## config.mk

```make
export PLATFORM = sky130hd
export DESIGN_NAME = branch_ctrl
export DESIGN_NICKNAME = d
export VERILOG_FILES = /design/src/rtl/branch_ctrl.sv
export SDC_FILE = /design/constraint.sdc
export NUM_CORES = 1
export LEC_CHECK = 0
export BUFFER_PORTS_ARGS = -buffer_cell sky130_fd_sc_hd__buf_2
export CORE_UTILIZATION = 50
export CTS_CLUSTER_DIAMETER = 40
export DETAILED_ROUTE_END_ITERATION = 16
export PLACE_DENSITY = 0.83
export SYNTH_ARGS = -nofsm -noshare
export SYNTH_HDL_FRONTEND = slang
export SYNTH_SLANG_ARGS = --single-unit
export TNS_END_PERCENT = 20
```

## constraint.sdc

```tcl
create_clock -name clk -period 3.3 [get_ports clk]
set_input_delay 0.33 -clock clk [delete_from_list [all_inputs] [get_ports clk]]
set_output_delay 0.33 -clock clk [all_outputs]
set_load 0.01 [all_outputs]
```

## src/rtl/branch_ctrl.sv

```systemverilog
// branch_ctrl -- decode-stage branch controller.
// Decodes the branch held in D, stalls it while a used source register is
// still being produced in E or M, and raises a same-cycle redirect with the
// computed target once the branch can resolve. Keeps saturating counters of
// resolved branches, taken branches and stall cycles.
//
// Ports:
//   clk, reset                  clock, async active-high reset
//   instr_D, valid_D, pc4_D     D-stage instruction, valid bit, PC+4
//   cmp_true                    external comparator result (forwarded operands)
//   we_E/a3_E/tnew_E            E-stage writer: write enable, dest, cycles-to-forward
//   we_M/a3_M/tnew_M            M-stage writer: same
//   is_branch                   D holds a supported branch
//   stall_br                    freeze PC and F/D, bubble into E
//   redirect, target            next PC is target (combinational)
//   br_cnt/taken_cnt/stall_cnt  saturating statistics counters
module branch_ctrl #(
  parameter int CNT_W = 16
) (
  input  logic             clk,
  input  logic             reset,
  input  logic [31:0]      instr_D,
  input  logic             valid_D,
  input  logic [31:0]      pc4_D,
  input  logic             cmp_true,
  input  logic             we_E,
  input  logic             we_M,
  input  logic [4:0]       a3_E,
  input  logic [4:0]       a3_M,
  input  logic [1:0]       tnew_E,
  input  logic [1:0]       tnew_M,
  output logic             is_branch,
  output logic             stall_br,
  output logic             redirect,
  output logic [31:0]      target,
  output logic [CNT_W-1:0] br_cnt,
  output logic [CNT_W-1:0] taken_cnt,
  output logic [CNT_W-1:0] stall_cnt
);

  typedef enum logic {IDLE, STALL} state_t;
  state_t state;

  logic [5:0]  op;
  logic [4:0]  rs, rt;
  logic        use_rt, br_op;
  logic        hz_rs, hz_rt, hz, resolve;

  assign op = instr_D[31:26];
  assign rs = instr_D[25:21];
  assign rt = instr_D[20:16];

  // Two-register compares read rt; every other supported branch ignores it,
  // so the rt field (which encodes bltz/bgez under REGIMM) must not stall.
  always_comb begin
    br_op  = 1'b0;
    use_rt = 1'b0;
    case (op)
      6'b000100, 6'b000101: begin br_op = 1'b1; use_rt = 1'b1; end
      6'b000110, 6'b000111: br_op = 1'b1;
      6'b000001:            br_op = (rt == 5'd0) || (rt == 5'd1);
      default:              br_op = 1'b0;
    endcase
  end

  assign is_branch = valid_D && br_op;

  // Branch reads operands in D (tuse=0), so any pending writer with tnew>0
  // blocks it. $0 is hard-wired and never a hazard.
  function automatic logic src_hz(input logic [4:0] r);
    return (r != 5'd0) &&
           ((we_E && a3_E == r && tnew_E != 2'd0) ||
            (we_M && a3_M == r && tnew_M != 2'd0));
  endfunction

  assign hz_rs    = src_hz(rs);
  assign hz_rt    = use_rt && src_hz(rt);
  assign hz       = is_branch && (hz_rs || hz_rt);
  assign stall_br = hz;
  assign resolve  = is_branch && !hz;
  assign redirect = resolve && cmp_true;

  // Target is sign-extended word offset added to PC+4, wrapping mod 2^32.
  assign target = pc4_D + {{14{instr_D[15]}}, instr_D[15:0], 2'b00};

  // Tracks whether the branch in D is waiting on a producer; counting is
  // purely event-driven so a stalled branch is counted only when it resolves.
  always_ff @(posedge clk or posedge reset) begin
    if (reset) begin
      state <= IDLE;
    end else if (!is_branch) begin
      state <= IDLE;
    end else begin
      case (state)
        IDLE:    state <= hz ? STALL : IDLE;
        STALL:   state <= hz ? STALL : IDLE;
        default: state <= IDLE;
      endcase
    end
  end

  always_ff @(posedge clk or posedge reset) begin
    if (reset) begin
      br_cnt    <= '0;
      taken_cnt <= '0;
      stall_cnt <= '0;
    end else begin
      if (resolve  && br_cnt    != '1) br_cnt    <= br_cnt + 1'b1;
      if (redirect && taken_cnt != '1) taken_cnt <= taken_cnt + 1'b1;
      if (stall_br && stall_cnt != '1) stall_cnt <= stall_cnt + 1'b1;
    end
  end

endmodule

```

==> results summary <==
The run finished with clean final reports. The total count of max-transition violations in the final report is 0. The adder-cell share of the synthesized area is 9.89%.

The routed layout has 4271 vias. The synthesized-area fraction occupied by and/or/nand/nor cells came out at 23.1%. Dividing the detail-routed wire length by the instance count gives 14.3 um. The total DRC errors in the routed layout came out at 0. Compared with the post-synthesis result, the final layout area differs by 23.9%. The endpoint required time on the critical path came out at 2.97 ns.

Global routing finished with a remaining overflow of 0. The last weighted congestion value of the routability-driven placer came out at 0.903. The worst hold path belongs to the class input port to asynchronous set/reset pin. The number of rows created at floorplan is 33. The biggest area contributor in the post-synthesis netlist is sky130_fd_sc_hd__dfrtp_1. The total power per unit cell area is 340 mW/mm^2.

The routed design uses 5350 um of met2 wire. The category of the worst setup path capture point is an output pin. The fraction of synthesized cell area in xor and xnor cells is 17.7%. The relative slew slack is 33.0%. The vertical die dimension came out at 94.2 um. Along the worst path, the maximum fanout reaches 15. The latest clock arrival within the worst-skew pair is 0.30 ns. In the post-synthesis netlist, the biggest area contributors are sky130_fd_sc_hd__dfrtp_1 (28%), sky130_fd_sc_hd__xnor2_1 (11%), sky130_fd_sc_hd__ha_1 (9.4%). In this design, the stage delay of the slowest critical-path cell is 0.46 ns. Setup repair after global routing left no endpoint under its margin. The number of hold buffers added after CTS came out at 0. In the final routing, the length of wire on met1 measures 4360 um. The period utilization came out at 91.2%. The post-detailed-routing wire length came out at 10700 um.

In the final layout, flip-flops and latches occupy 0.00120 sq mm. In the final layout, the share of cells above drive strength 1 is 29.9%. Setup violations remaining at the end of the flow were counted as 0. Once detailed placement completed, the half-perimeter wirelength came to 8700 um. The reported leakage power came out at 2.72 nW. The launching element type of the critical path is an input port.

The initial antenna violation count is 0. The number of detailed-routing iterations run before antenna repair came out at 4. Across the VDD grid, the largest voltage drop is 0.275 mV. Synthesis handed over a netlist of 492 instances.

The routed via count divided by cell count came out at 5.67. Summing the areas of all compound-gate instances in the mapped netlist gives 15.7% of the synthesized area. The post-CTS setup repair buffer count is 0. The layout has 705 filler cells. The arrival time of data at the critical path endpoint came out at 2.68 ns. The count of nets left with antenna violations once routing finished came out at 0.

By area, the combinational part of the netlist is dominated by simple AND/OR/NAND/NOR gates. The share of flip-flops with an asynchronous set or reset came out at 100%. The hold violation total from the final report came out at 0.

The final setup skew came out at 0.0103 ns. The H-tree depth is 2. The first-pass GRT wire length came out at 17700 um. The number of buffers between clock root and the deepest sink is 2.

The repair_antennas step left the layout with diodes totalling 0. The multi-input logic area came out at 0.00291 sq mm. The fraction of synthesized area in multiplexers came out at 2.09%. The post-cts resize count is 0. The iteration-0 DRC count of the detailed router came out at 209. The global-route usage over all layers came out at 24.7%. The commonest cells after synthesis are sky130_fd_sc_hd__xnor2_1 (52), sky130_fd_sc_hd__dfrtp_1 (48), sky130_fd_sc_hd__a21oi_1 (35), sky130_fd_sc_hd__nand3_1 (35). The worst-margin pin slew is 1.00 ns. For this run, the share of the core covered by cells in the final layout is 64.1%. The library cell with the highest instance count after synthesis is sky130_fd_sc_hd__xnor2_1. The critical path start-end classification is input port to output pin. The area of the core came out at 0.00822 sq mm. After synthesis the cells add up to 0.00425 sq mm. The mean instance size in the synthesized netlist came out at 8.64 sq um. The I/O pin count came out at 167. The sequential share of the synthesized area is 28.3%. The final critical-path required period is 3.01 ns. The pin count of the biggest net entering global routing is 49. The peak clock frequency supported by timing is 332 MHz. The slowest stage of the critical path is the sky130_fd_sc_hd__ha_1 cell.

The routed length on met3 is 899 um. Synthesis produced a netlist with a net count of 609. Clock-pin slew was measured on the worst setup and hold paths at 0.09 ns. The full die area came out at 0.00887 sq mm.

For this run, the post-layout net count is 765. The cell that appears most often on the critical path is sky130_fd_sc_hd__buf_2. The number of max-capacitance violations reported came out at 0. The share of the synthesized area in the top cell type came out at 28.3%. The most used flip-flop cell after synthesis is sky130_fd_sc_hd__dfrtp_1. The number of clock buffers inserted by TritonCTS came out at 5. The sum of negative setup slack came out at 0 ns.

The number of global-route vias before repair came out at 4008. The number of warnings issued by yosys is 0. The count of flip-flops with a built-in enable after synthesis came out at 0. In this run the horizontal extent of the chip is 94.2 um. Synthesis inferred 48 register bits.

The initial cell density of the core came out at 51.7%. The uppermost layer routed is met4. CTS placed an instance of sky130_fd_sc_hd__clkbuf_8 at the clock tree root.

TritonCTS built the clock tree. The signal on the critical path passes through buf_2 -> ha_1 -> nand2_1 -> o21ai_0 -> a21oi_1 -> o21a_1 -> o31a_1 -> or3_1 -> o311ai_0 -> buf_2. The number of buffer cells added on primary ports came out at 162. The count of cell types in the netlist is 52. The number of clock sinks seen by CTS is 48.
-- area by class of cell --
type / count / area share, %
clock inverter: 2 / 1.14
tap: 105 / 2.50
timing repair buffer: 166 / 16.0
inverter: 14 / 0.998
multi-input combinational: 413 / 55.3
sequential: 48 / 22.8
clock buffer: 5 / 1.31
-- kinds of logic after synthesis --
group	Yosys count
flops	48
simple gates	182
buf+inv	31
compound gates	104
xor+xnor	86
mux	8
fa+ha+maj	33
-- sequential cells by signal, summed over array words and instances (netlist names) --
register,flops
taken_cnt,16
stall_cnt,16
br_cnt,16
-- worst paths after layout --
path,endpoint,cells past startpoint,from,slack [ns]
worst min register to register,stall_cnt[8]$_DFFE_PP0P_,1,stall_cnt[8]$_DFFE_PP0P_,0.48
worst max register to register,taken_cnt[1]$_DFFE_PP0P_,7,taken_cnt[6]$_DFFE_PP0P_,0.88
worst max-delay path,target[31],10,instr_D[15],0.29
worst min-delay path,taken_cnt[2]$_DFFE_PP0P_,2,reset,0.26
max in group asynchronous,br_cnt[11]$_DFFE_PP0P_,2,reset,2.42
min in group clk,stall_cnt[8]$_DFFE_PP0P_,1,stall_cnt[8]$_DFFE_PP0P_,0.48
-- critical path: cells and delay by family --
family / cells / cell delay, ns
AOI/OAI and AO/OA: 5 / 0.99
and+or+nand+nor: 2 / 0.49
adders and majority gates: 1 / 0.46
buffers and inverters: 2 / 0.39
-- cell usage in the layout, fill, tap and decap left out, drive strengths merged, types with 2 or more instances in the layout --
cell,n
ha,32
and3,23
o21a,5
buf,166
and2,3
inv,14
a21oi,35
nand3,35
o31ai,2
or4,2
nand4,18
a31oi,5
a21o,14
o311ai,3
nor2,30
clkbuf,5
o211ai,5
nand2,34
mux2,7
nor3,16
bufinv,2
nor4b,2
dfrtp,48
nor2b,3
nand2b,4
nor4,6
a41oi,3
o21ai,20
o21bai,3
xor2,34
a211o,2
a311o,2
or3,2
xnor2,52
-- report_power, final --
part,internal [mW],total (mW),switching [mW]
sequential,0.616,0.652,0.0368
clock,0.298,0.487,0.188
combinational,0.294,0.649,0.355
total,1.21,1.79,0.581
-- layer usage --
layer	vias up	track usage, %
met5	-	0
met4	0	6.28
met3	15	5.50
met2	189	46.0
met1	1980	28.0
li1	2087	-
-- through the flow --
step	worst slack [ns]	cell area, sq um	total power [mW]	cells	hold slack, ns
after floorplan	0.701	4250	1.07	492	0.515
after global placement	0.403	5140	1.28	746	0.470
after detailed placement	0.342	5140	1.31	746	0.479
after CTS	0.335	5270	1.80	753	0.294
after global routing	0.134	5270	1.90	753	0.356
final	0.292	5270	1.79	753	0.264
Note: power is estimated with default switching activity, not from simulation.
